[config.mk]
export PLATFORM = sky130hd
export DESIGN_NAME = time_set_ctrl
export DESIGN_NICKNAME = d
export VERILOG_FILES = /design/src/rtl/time_set_pkg.sv /design/src/rtl/bcd_field_adj.sv /design/src/rtl/time_set_ctrl.sv
export SDC_FILE = /design/constraint.sdc
export NUM_CORES = 1
export LEC_CHECK = 0
export BUFFER_PORTS_ARGS = -buffer_cell sky130_fd_sc_hd__clkbuf_2
export CAP_MARGIN = 25
export CORE_ASPECT_RATIO = 1.2
export CORE_MARGIN = 8
export CORE_UTILIZATION = 45
export DETAILED_ROUTE_END_ITERATION = 6
export GPL_ROUTABILITY_DRIVEN = 0
export PLACE_DENSITY = 0.76
export SETUP_SLACK_MARGIN = 0.1
export SYNTH_ARGS = -nofsm -noshare
export SYNTH_HDL_FRONTEND = slang
export SYNTH_SLANG_ARGS = --single-unit
[constraint.sdc]
create_clock -name clk -period 10.3 [get_ports clk]
set_clock_uncertainty 0.1 [all_clocks]
set_input_delay 0.515 -clock clk [delete_from_list [all_inputs] [get_ports clk]]
set_output_delay 0.515 -clock clk [all_outputs]
set_load 0.005 [all_outputs]
[src/rtl/time_set_pkg.sv]
// Package for the time-set controller: state codes sent to the clock,
// field limits for BCD editing, and the edit-field codes used to drive
// display blinking.
package time_set_pkg;

    // State codes on the clock's state input
    typedef enum logic [3:0] {
        ST_RUN    = 4'd0,
        ST_SET_HH = 4'd1,
        ST_SET_MM = 4'd2,
        ST_SET_SS = 4'd3,
        ST_LOAD   = 4'd4
    } stateT;

    // Field being edited; EF_NONE outside the SET states
    typedef enum logic [1:0] {
        EF_NONE = 2'd0,
        EF_HH   = 2'd1,
        EF_MM   = 2'd2,
        EF_SS   = 2'd3
    } editFieldT;

    // Inclusive upper limits of each two-digit BCD field
    localparam logic [7:0] HH_MAX = 8'h23;
    localparam logic [7:0] MS_MAX = 8'h59;

    // Map a controller state onto the field it edits
    function automatic editFieldT fieldOf(input stateT s);
        editFieldT f;
        f = EF_NONE;
        case (s)
            ST_SET_HH: f = EF_HH;
            ST_SET_MM: f = EF_MM;
            ST_SET_SS: f = EF_SS;
            default:   f = EF_NONE;
        endcase
        return f;
    endfunction

endpackage

[src/rtl/bcd_field_adj.sv]
// Combinational one-step adjuster for a two-digit BCD field.
// Wraps at 00 and maxVal without touching any neighbouring field; a value
// that is not a legal BCD number within 00..maxVal becomes 00 on any step.
// With inc and dec both high (or both low) the value passes through.
module bcd_field_adj (
    input  logic [7:0] value,
    input  logic [7:0] maxVal,
    input  logic       inc,
    input  logic       dec,
    output logic [7:0] result
);

    logic [3:0] tens;
    logic [3:0] ones;
    logic       inRange;

    assign tens = value[7:4];
    assign ones = value[3:0];

    // Both digits must be decimal; with legal BCD digits a plain binary
    // compare against maxVal orders the same as the decimal values.
    assign inRange = (tens <= 4'd9) && (ones <= 4'd9) && (value <= maxVal);

    // Single inc or dec step with digit carry/borrow and field wrap
    always_comb begin
        result = value;
        if (inc ^ dec) begin
            if (!inRange) begin
                result = 8'h00;
            end else if (inc) begin
                if (value == maxVal) begin
                    result = 8'h00;
                end else if (ones == 4'd9) begin
                    result = {tens + 4'd1, 4'd0};
                end else begin
                    result = {tens, ones + 4'd1};
                end
            end else begin
                if (value == 8'h00) begin
                    result = maxVal;
                end else if (ones == 4'd0) begin
                    result = {tens - 4'd1, 4'd9};
                end else begin
                    result = {tens, ones - 4'd1};
                end
            end
        end
    end

endmodule

[src/rtl/time_set_ctrl.sv]
// Time-set controller sitting in front of the running clock.
// Button pulses walk RUN -> SET_HH -> SET_MM -> SET_SS -> LOAD -> RUN;
// the live time is captured on entry, each field is edited in BCD, and
// LOAD is held one cycle so the clock latches time_set. An idle SET state
// times out back to RUN, discarding the edit.
// Optional feature macro: AUTO_REPEAT_EN (holding inc auto-repeats steps).
// Button inputs are single-cycle pulses, sampled every clock; there is no
// handshake, a pulse is either consumed or ignored on the cycle it arrives.
module time_set_ctrl
    import time_set_pkg::*;
#(
    parameter int unsigned TIMEOUT_CYC      = 1_500_000_000,
    parameter int unsigned REPEAT_DELAY_CYC = 25_000_000,
    parameter int unsigned REPEAT_RATE_CYC  = 5_000_000
) (
    input  logic        clk,
    input  logic        rst_n,
    input  logic        mode_p,
    input  logic        inc_p,
    input  logic        dec_p,
    input  logic        inc_lvl,
    input  logic [23:0] time_cur,
    output logic [3:0]  state,
    output logic [23:0] time_set,
    output logic [1:0]  edit_field
);

    localparam int unsigned IDLE_W = $clog2(TIMEOUT_CYC) + 1;
    localparam logic [IDLE_W-1:0] IDLE_LAST = IDLE_W'(TIMEOUT_CYC - 1);

    stateT             stateQ;
    stateT             stateD;
    editFieldT         editFieldQ;
    editFieldT         editFieldD;
    logic [23:0]       timeSetQ;
    logic [IDLE_W-1:0] idleCnt;

    logic       inSet;
    logic       repStep;
    logic       incEvt;
    logic       anyPulse;
    logic       timeout;
    logic       adjInc;
    logic       adjDec;
    logic [7:0] fieldCur;
    logic [7:0] fieldMax;
    logic [7:0] fieldNew;

    assign inSet = (stateQ == ST_SET_HH) || (stateQ == ST_SET_MM) ||
                   (stateQ == ST_SET_SS);

`ifdef AUTO_REPEAT_EN
    localparam int unsigned REP_MAX =
        (REPEAT_DELAY_CYC > REPEAT_RATE_CYC) ? REPEAT_DELAY_CYC : REPEAT_RATE_CYC;
    localparam int unsigned REP_W = $clog2(REP_MAX) + 1;
    localparam logic [REP_W-1:0] DELAY_LAST = REP_W'(REPEAT_DELAY_CYC - 1);
    localparam logic [REP_W-1:0] RATE_LAST  = REP_W'(REPEAT_RATE_CYC - 1);

    logic [REP_W-1:0] repCnt;
    logic             repArmed;

    // First step after the hold delay, then one per rate period
    assign repStep = inSet && inc_lvl &&
                     (repArmed ? (repCnt == RATE_LAST) : (repCnt == DELAY_LAST));

    // Repeat timer: runs only while inc is held inside a SET state
    always_ff @(posedge clk or negedge rst_n) begin
        if (!rst_n) begin
            repCnt   <= '0;
            repArmed <= 1'b0;
        end else if (!inSet || !inc_lvl) begin
            repCnt   <= '0;
            repArmed <= 1'b0;
        end else if (repStep) begin
            repCnt   <= '0;
            repArmed <= 1'b1;
        end else begin
            repCnt   <= repCnt + 1'b1;
        end
    end
`else
    logic unusedIncLvl;

    assign unusedIncLvl = inc_lvl;
    assign repStep      = 1'b0;
`endif

    assign incEvt   = inc_p | repStep;
    assign anyPulse = mode_p | inc_p | dec_p | repStep;
    assign timeout  = inSet && !anyPulse && (idleCnt == IDLE_LAST);

    // mode wins over adjustment; inc with dec cancels out
    assign adjInc = inSet && !mode_p && incEvt && !dec_p;
    assign adjDec = inSet && !mode_p && dec_p && !incEvt;

    // Select the field being edited and its limit for the shared adjuster
    always_comb begin
        fieldCur = timeSetQ[7:0];
        fieldMax = MS_MAX;
        case (stateQ)
            ST_SET_HH: begin
                fieldCur = timeSetQ[23:16];
                fieldMax = HH_MAX;
            end
            ST_SET_MM: fieldCur = timeSetQ[15:8];
            default:   fieldCur = timeSetQ[7:0];
        endcase
    end

    bcd_field_adj u_adj (
        .value  (fieldCur),
        .maxVal (fieldMax),
        .inc    (adjInc),
        .dec    (adjDec),
        .result (fieldNew)
    );

    // FSM state register
    always_ff @(posedge clk or negedge rst_n) begin
        if (!rst_n) begin
            stateQ <= ST_RUN;
        end else begin
            stateQ <= stateD;
        end
    end

    // FSM next-state logic
    always_comb begin
        stateD = stateQ;
        case (stateQ)
            ST_RUN: begin
                if (mode_p) stateD = ST_SET_HH;
            end
            ST_SET_HH: begin
                if (mode_p)       stateD = ST_SET_MM;
                else if (timeout) stateD = ST_RUN;
            end
            ST_SET_MM: begin
                if (mode_p)       stateD = ST_SET_SS;
                else if (timeout) stateD = ST_RUN;
            end
            ST_SET_SS: begin
                if (mode_p)       stateD = ST_LOAD;
                else if (timeout) stateD = ST_RUN;
            end
            ST_LOAD: stateD = ST_RUN;
            default: stateD = ST_RUN;
        endcase
    end

    // FSM output logic: edit field follows the state being entered
    always_comb begin
        editFieldD = EF_NONE;
        editFieldD = fieldOf(stateD);
    end

    // Registered edit-field output, updated together with the state
    always_ff @(posedge clk or negedge rst_n) begin
        if (!rst_n) begin
            editFieldQ <= EF_NONE;
        end else begin
            editFieldQ <= editFieldD;
        end
    end

    // Idle timer: counts quiet cycles in a SET state, any pulse restarts it
    always_ff @(posedge clk or negedge rst_n) begin
        if (!rst_n) begin
            idleCnt <= '0;
        end else if (!inSet || anyPulse) begin
            idleCnt <= '0;
        end else if (!timeout) begin
            idleCnt <= idleCnt + 1'b1;
        end
    end

    // Preset register: capture live time on entry, then per-field edits
    always_ff @(posedge clk or negedge rst_n) begin
        if (!rst_n) begin
            timeSetQ <= 24'h000000;
        end else if ((stateQ == ST_RUN) && mode_p) begin
            timeSetQ <= time_cur;
        end else if (adjInc || adjDec) begin
            case (stateQ)
                ST_SET_HH: timeSetQ[23:16] <= fieldNew;
                ST_SET_MM: timeSetQ[15:8]  <= fieldNew;
                default:   timeSetQ[7:0]   <= fieldNew;
            endcase
        end
    end

    assign state      = stateQ;
    assign edit_field = editFieldQ;
    assign time_set   = timeSetQ;

endmodule
==> results of run 1 <==
layout make-up:
class / instances / area share, %
repair buffers: 65 / 7.43
well taps: 120 / 3.18
clock inverters: 6 / 1.33
inverters: 12 / 0.955
multi-input cells: 375 / 51.5
clock buffers: 10 / 2.71
flip-flops and latches: 62 / 32.9
power by group:
group / internal, mW / switching [mW] / total [mW]
sequential: 0.266 / 0.0342 / 0.301
clock: 0.111 / 0.102 / 0.213
combinational: 0.103 / 0.145 / 0.248
total: 0.480 / 0.281 / 0.761
metal layers:
| layer | global-route usage (%) | part of all wire (%) |
|---|---|---|
| met5 | 0 | 0 |
| met1 | 20.4 | 38 |
| met3 | 3.77 | 6.3 |
| met2 | 33.0 | 52 |
| met4 | 11.9 | 3.2 |
worst max-delay path, stage by stage, from the launching register on:
cell	delay, ps
sky130_fd_sc_hd__dfrtp_1	440
sky130_fd_sc_hd__or2_1	240
sky130_fd_sc_hd__buf_4	230
sky130_fd_sc_hd__nor3b_4	340
sky130_fd_sc_hd__inv_2	180
sky130_fd_sc_hd__o211ai_1	540
sky130_fd_sc_hd__inv_1	100
sky130_fd_sc_hd__ha_1	340
sky130_fd_sc_hd__nand4_1	100
sky130_fd_sc_hd__or3_1	360
sky130_fd_sc_hd__a31oi_1	440
sky130_fd_sc_hd__o21ai_1	220
sky130_fd_sc_hd__o2111a_1	180
sky130_fd_sc_hd__nor3_1	200
worst paths after layout:
kind | startpoint | endpoint | slack (ps) | cells past startpoint
worst max-delay path | state[3]$_DFF_PN0_ | time_set[5]$_DFFE_PN0P_ | 6200 | 13
worst min-delay path | rst_n | idleCnt[28]$_DFFE_PN0P_ | 230 | 2
worst max register to register | state[3]$_DFF_PN0_ | time_set[5]$_DFFE_PN0P_ | 6200 | 13
worst min register to register | idleCnt[28]$_DFFE_PN0P_ | idleCnt[28]$_DFFE_PN0P_ | 450 | 2
max in group asynchronous | rst_n | idleCnt[8]$_DFFE_PN0P_ | 9350 | 2
min in group clk | time_cur[16] | time_set[16]$_DFFE_PN0P_ | 250 | 2
cells by family after synthesis:
logic type	after synthesis	synth area share [%]
other cells	1	0.0903
simple gates	201	25.3
buf+inv	38	4.16
flops	62	37.3
compound gates	116	19.5
xor+xnor	35	7.56
mux	12	3.04
fa+ha+maj	10	3.01
flip-flops by register name, summed over array words and instances (netlist names):
name        flops
time_set       24
edit_field      2
idleCnt        32
state           4
stage by stage:
| step | hold slack, ps | worst slack (ps) | std cells | util, % | total power [mW] |
|---|---|---|---|---|---|
| floorplan | 119 | 7000 | 475 | - | 0.463 |
| global placement | 415 | 6320 | 632 | 49.9 | 0.540 |
| detailed placement | 430 | 6280 | 632 | 49.9 | 0.547 |
| CTS | 252 | 6230 | 648 | 52.0 | 0.758 |
| global route | 257 | 5910 | 650 | 52.2 | 0.799 |
| finish | 232 | 6200 | 650 | 52.2 | 0.761 |
cell usage in the layout (no fill, tap or decap), types with 14 or more instances in the layout:
cell type,netlist,layout
sky130_fd_sc_hd__clkbuf_2,1,58
sky130_fd_sc_hd__nand2_1,31,31
sky130_fd_sc_hd__a21oi_1,28,28
sky130_fd_sc_hd__nor2_1,65,65
sky130_fd_sc_hd__dfrtp_1,62,62
sky130_fd_sc_hd__nand3_1,17,17
sky130_fd_sc_hd__xnor2_1,17,17
sky130_fd_sc_hd__o21ai_0,22,22
sky130_fd_sc_hd__nand4_1,14,14
sky130_fd_sc_hd__xor2_1,17,17
==> results list, run 1 <==
* Count of max-cap constraint violations: 0
* Initial cell density of the core: 46.0%
* Post-Syn Area: 4150 µm²
- In the routed design, unresolved DRC markers number 0.
- Placeable core area: 9030 µm²
* Top-level I/O count: 60
- Via count: 3929
- Cell accounting for the most synthesized area: sky130_fd_sc_hd__dfrtp_1
- Portion of the post-synthesis area used by sequential elements: 37.3%
* Leading post-synthesis cells by cell area: sky130_fd_sc_hd__dfrtp_1, sky130_fd_sc_hd__nor2_1, sky130_fd_sc_hd__xnor2_1, sky130_fd_sc_hd__xor2_1, sky130_fd_sc_hd__a21oi_1
* Post-route cell area: 4720 µm²
- Number of buffers inserted by port buffering: 58
- Total Routing Usage GR: 18.8%
- Filler instances: 831
- Number of storage elements in the synthesis netlist: 62
* Gates resized, CTS repair: 0
* First-pass iteration count of the detailed router: 5
* Launching element type of the critical path: flop
* Clk buf depth: 2
- Nets: 565
- Number of flops mapped to enable cells by yosys: 0
- Total die area: 12600 µm²
* Placed cell area: 4500 µm²
- The H-tree was split into 3 levels.
- Max-slew violations: 0
* Vias in the first global route: 4029
- After clock tree synthesis, the flow added hold-fix buffers numbering 0.
* Gate Count Post-Synth: 475
- Net count after synthesis: 515
- Total setup violations reported at the end of the flow: 0
- Count leader, synth: sky130_fd_sc_hd__nor2_1
* Worst hold-check path type: input pin to async pin
- The smallest clock period supported by the final layout is computed as 4100 ps.
- For the worst setup path, the data arrival time is 4270 ps.
- Cell row count: 38
* Per-instance average area after synthesis: 8.75 µm²
- Clock latency on the worst-skew pair, taken at its later pin, is 350 ps.
- In this run, the number of DRC markers left after iteration 0 of detailed routing was 253.
* Cts bufs inserted: 9
- After detailed routing, the average wire length per cell comes to 18.2 µm.
- Of all flip-flops after synthesis, the portion carrying an async set or reset was 100%.
- Global-route wire length before repair: 19.4 mm
- Fraction of synthesized cell area taken by the top area cell type: 37.3%
- The run finished with clean final reports.
- The root buffer cell chosen for the clock tree is sky130_fd_sc_hd__clkbuf_8.
* Category of the worst setup path capture point: flop
- Height of the die: 121 µm
- Final WL: 11.8 mm
- Leakage power: 1.93 nW
* Reg area: 1550 µm²
* Number of distinct library cell variants in the gate-level netlist after synthesis: 71
- Yosys synthesis warning count: 0
- After detailed routing, the number of vias per cell comes to 6.04.
- Along the worst path, the maximum fanout reaches 24.
* Leading register cell type out of synthesis: sky130_fd_sc_hd__dfrtp_1
- The worst path uses 39.9% of the clock period.
- Clock tree from TritonCTS: built
- Dividing total power by cell area gives a power density of 161 nW/µm².
- VDD sags by at most 0.0746 mV.
- After clock tree synthesis, the clock-pin slew on the worst setup and hold paths is 80 ps.
- After global routing the overflow that remains totals 0.
* Synth-to-Final Area Change: 13.6%
* Most common library cells after synthesis: sky130_fd_sc_hd__nor2_1, sky130_fd_sc_hd__dfrtp_1, sky130_fd_sc_hd__nand2_1
- Cells with a size suffix above 1 make up 19.2% of the layout.
- Timing would allow up to 244 MHz.
* Total Neg Setup Slack: 0 ps
* Number of nets with antenna violations after detailed routing: 0
* Maximum number of pins on one net before global-route repair: 63
- Sinks on Clock Net: 62
- Total setup buffers inserted after CTS: 0
* Number of antenna violations at the first check in global routing: 0
- For the pin with the worst max-slew slack, the measured transition is 1050 ps.
- Max-Slew Margin vs Limit: 29.7%
- Antenna Cells: 0
- Setup repair after global routing missed its margin: false
- Data on the critical path is required at its endpoint by 10460 ps.
- The number of hold violations in the final report came to 0.
- The critical path in this run is classified as flop to flop.
* Horiz. Die Dim: 104 µm
* Detailed Place HPWL: 8.63 mm
- Summing all multi-input logic gate instances after layout gives 2430 µm².
No activity file was read; power rests on OpenSTA's default activity.
==> run 2, diff against run 1 <==
PLACE_DENSITY = 0.79   (was 0.76)
clock period = 3.4 ns   (was 10.3 ns; I/O delays follow)
==> run 2 against run 1 <==
Net effect: design area increased by 8.1%; clock power rose to 3.1 times the previous value; fmax rose by 27%; core utilization up 4.2 points; non-clock buffer count grew 40; hold slack worse by 220 ps; flip-flop and latch count is the same; sequential share of layout area decreased by 2.5 points.
==> results list, run 2 (synthesis gave the netlist of run 1 again) <==
- Run status: completed
- Share of final-layout standard cells stronger than drive strength 1: 23.3% (+4.1 points)
- Via count: 4128 (+5.1%)
* Vias in the first global route: 3954 (-1.9%)
- Maximum number of pins on one net before global-route repair: 34 (-46%)
- The core area was 9030 µm² (unchanged).
- Clock-pin transition on the worst setup and hold timing paths: 70 ps (about the same)
- The final-layout worst hold slack is 17.2 ps (-215 ps).
- Horiz. Die Dim: 104 µm (unchanged)
- The count of TritonRoute iterations in the first routing pass was 7 (+2).
- The post-detailed-route via-to-cell ratio was 5.98 (-1.0%).
* Total Neg Setup Slack: 0 ps (unchanged)
* Worst EP required: 3580 ps (-6880 ps)
* Max FFs per register: 32 (unchanged)
* Max-slew violations: 0 (unchanged)
- Setup WS pre-CTS: 29.3 ps (-6250 ps)
- Setup repair after global routing missed its margin: true
- TritonCTS built the clock tree.
- The worst reg-to-reg setup slack is 180 ps (-6020 ps).
- The area growth from synthesis to layout is 22.7%.
- The slew at the pin with the worst max-slew slack is 783 ps (-263 ps).
- Commonest cells after routing, fill and taps aside: sky130_fd_sc_hd__nor2_1, sky130_fd_sc_hd__dfrtp_1, sky130_fd_sc_hd__clkbuf_2, sky130_fd_sc_hd__nand2_1, sky130_fd_sc_hd__buf_4
* Cell row count: 38 (unchanged)
* Sinks on Clock Net: 62 (unchanged)
- The setup-violating endpoint count in the final report came to 0 (unchanged).
* Number of buffers inserted by port buffering: 58 (unchanged)
- Number of standard cells in the final layout excluding fillers: 690 (+6.2%)
- In this run the worst setup path terminates at time_set[0]$_DFFE_PN0P_.
* Peak-usage layer in the global routing report: met2
* Least setup slack across all paths after layout: 178 ps (-6020 ps)
- Cts bufs inserted: 9 (unchanged)
- The latest clock arrival within the worst-skew pair is 340 ps (about the same).
* Number of DRC violations after detailed-routing iteration 0: 298 (+18%)
- The sum of internal, switching and leakage power came to 2.40 mW (+220%).
- The number of hold violations in the final report came to 0 (unchanged).
- The count of antenna-violating nets left after detailed routing was 0 (unchanged).
- The logic depth of the worst register-to-register path is 12 (-1).
- Number of antenna violations at the first check in global routing: 0 (unchanged)
* Fraction of the core area covered by cells at the end of the flow: 56.4% (+4.2 points)
- Category of the worst setup path capture point: flop
- The power per cell area is 471 nW/µm² (+190%).
- Routing usage on met3: 3.93% (+0.16 points)
* Source of the worst hold timing path: time_cur[12]
* Remaining Overflow, GRT: 0 (unchanged)
- The tightest min-delay check is of the input pin to flop type.
- The overall die height came to 121 µm (unchanged).
* Largest vdd supply drop: 0.246 mV (+230%)
- Critical R2R Launch: state[3]$_DFF_PN0_
- Global-route wire length before repair: 19.8 mm (+2.1%)
* Drt drc: 0 (unchanged)
* Antenna Cells: 0 (unchanged)
- The worst slew margin relative to its limit was 47.4% (+18 points).
* Clk buf depth: 2 (unchanged)
* R2r endpoint: time_set[0]$_DFFE_PN0P_
* Post-route cell area: 5100 µm² (+8.1%)
* Timing-limited maximum frequency: 310 MHz (+27%)
- The number of H-tree branching levels is 3 (unchanged).
- Tracing the worst setup path back leads to its startpoint at state[3]$_DFF_PN0_.
* Total die area: 12600 µm² (unchanged)
- The number of nets in the layout came to 605 (+7.1%).
- The static leakage was 2.14 nW (+11%).
* Detailed Place HPWL: 9.02 mm (+4.5%)
- Placed cell area: 4670 µm² (+3.7%)
- Worst setup path category: flop to flop
* Final WL: 12.1 mm (+2.6%)
* Crit path max fanout: 8 (-67%)
- Final critical-path share of the clock period: 94.8% (+55 points)
- Met2 Resource Use GR: 33.5% (+0.52 points)
- Count of max-cap constraint violations: 0 (unchanged)
- The tree is rooted in a sky130_fd_sc_hd__clkbuf_8.
- Initial cell density of the core: 46.0% (unchanged)
- The worst setup path is launched from a flop.
- Routed len/inst: 17.6 µm (-3.4%)
- Global-route met1 utilization: 22.2% (+1.8 points)
* Most common cell after layout, fill and taps aside: sky130_fd_sc_hd__nor2_1
- Total Routing Usage GR: 19.0% (+0.19 points)
* Top reg by flops: idleCnt
- Data arrival time of the critical path: 3400 ps (-870 ps)
- The post-route minimum period was 3220 ps (-882 ps).
- Top-level I/O count: 60 (unchanged)
* Placed instance count: 654 (+3.5%)
run 2: cell count changes in the layout (fill, tap and decap cells not counted), moves of 2 or more:
cell	change
sky130_fd_sc_hd__a31oi_1	-2
sky130_fd_sc_hd__clkinvlp_4	-2
sky130_fd_sc_hd__dlygate4sd3_1	+17
sky130_fd_sc_hd__buf_4	+24
run 2: where the power goes:
part / internal, mW / total (mW) / switching, mW
registers: 0.807 / 0.907 / 0.0994
logic: 0.368 / 0.842 / 0.474
clock network: 0.355 / 0.651 / 0.296
total: 1.53 / 2.40 / 0.869
run 2: worst max-delay path, stage by stage, from the launching register on:
cell	delay (ps)
sky130_fd_sc_hd__dfrtp_1	370
sky130_fd_sc_hd__or2_1	290
sky130_fd_sc_hd__nor3b_4	240
sky130_fd_sc_hd__inv_2	140
sky130_fd_sc_hd__o211a_1	280
sky130_fd_sc_hd__ha_1	330
sky130_fd_sc_hd__a21o_1	190
sky130_fd_sc_hd__a21oi_1	190
sky130_fd_sc_hd__nand4_1	200
sky130_fd_sc_hd__a31oi_4	270
sky130_fd_sc_hd__a21oi_1	170
sky130_fd_sc_hd__a211oi_1	280
sky130_fd_sc_hd__a21o_1	120
run 2: area by class of cell:
cell class | instances | area, µm²
timing repair buffer | 105 | 686
fill | 798 | 3940
clock inverter | 6 | 61.3
sequential | 62 | 1550
tap | 120 | 150
inverter | 12 | 45.0
multi-input combinational | 375 | 2470
clock buffer | 10 | 138
run 2: worst min-delay path by stage:
stage,to,slack (ps),cells after the start
after detailed placement,idleCnt[24]$_DFFE_PN0P_,130,1
after floorplan,edit_field[0]$_DFF_PN0_,-230,0
after global placement,idleCnt[24]$_DFFE_PN0P_,120,1
after CTS,time_set[12]$_DFFE_PN0P_,3,3
after global routing,time_set[12]$_DFFE_PN0P_,30,3
final,time_set[12]$_DFFE_PN0P_,20,3
run 2: repair_timing:
item	4_1_cts	5_1_grt
endpoints found under the hold margin	38	0
hold buffers	17	0
pin swaps	0	3
endpoints found under the setup margin	14	22
resized for setup	2	7
buffers inserted	0	3
run 2: routing by layer:
metal	up-vias	wire, µm	share of wire (%)
met2	183	6220	51
met4	0	359	3.0
met3	47	868	7.2
li1	1914	-	-
met1	1984	4670	39
met5	-	0	0
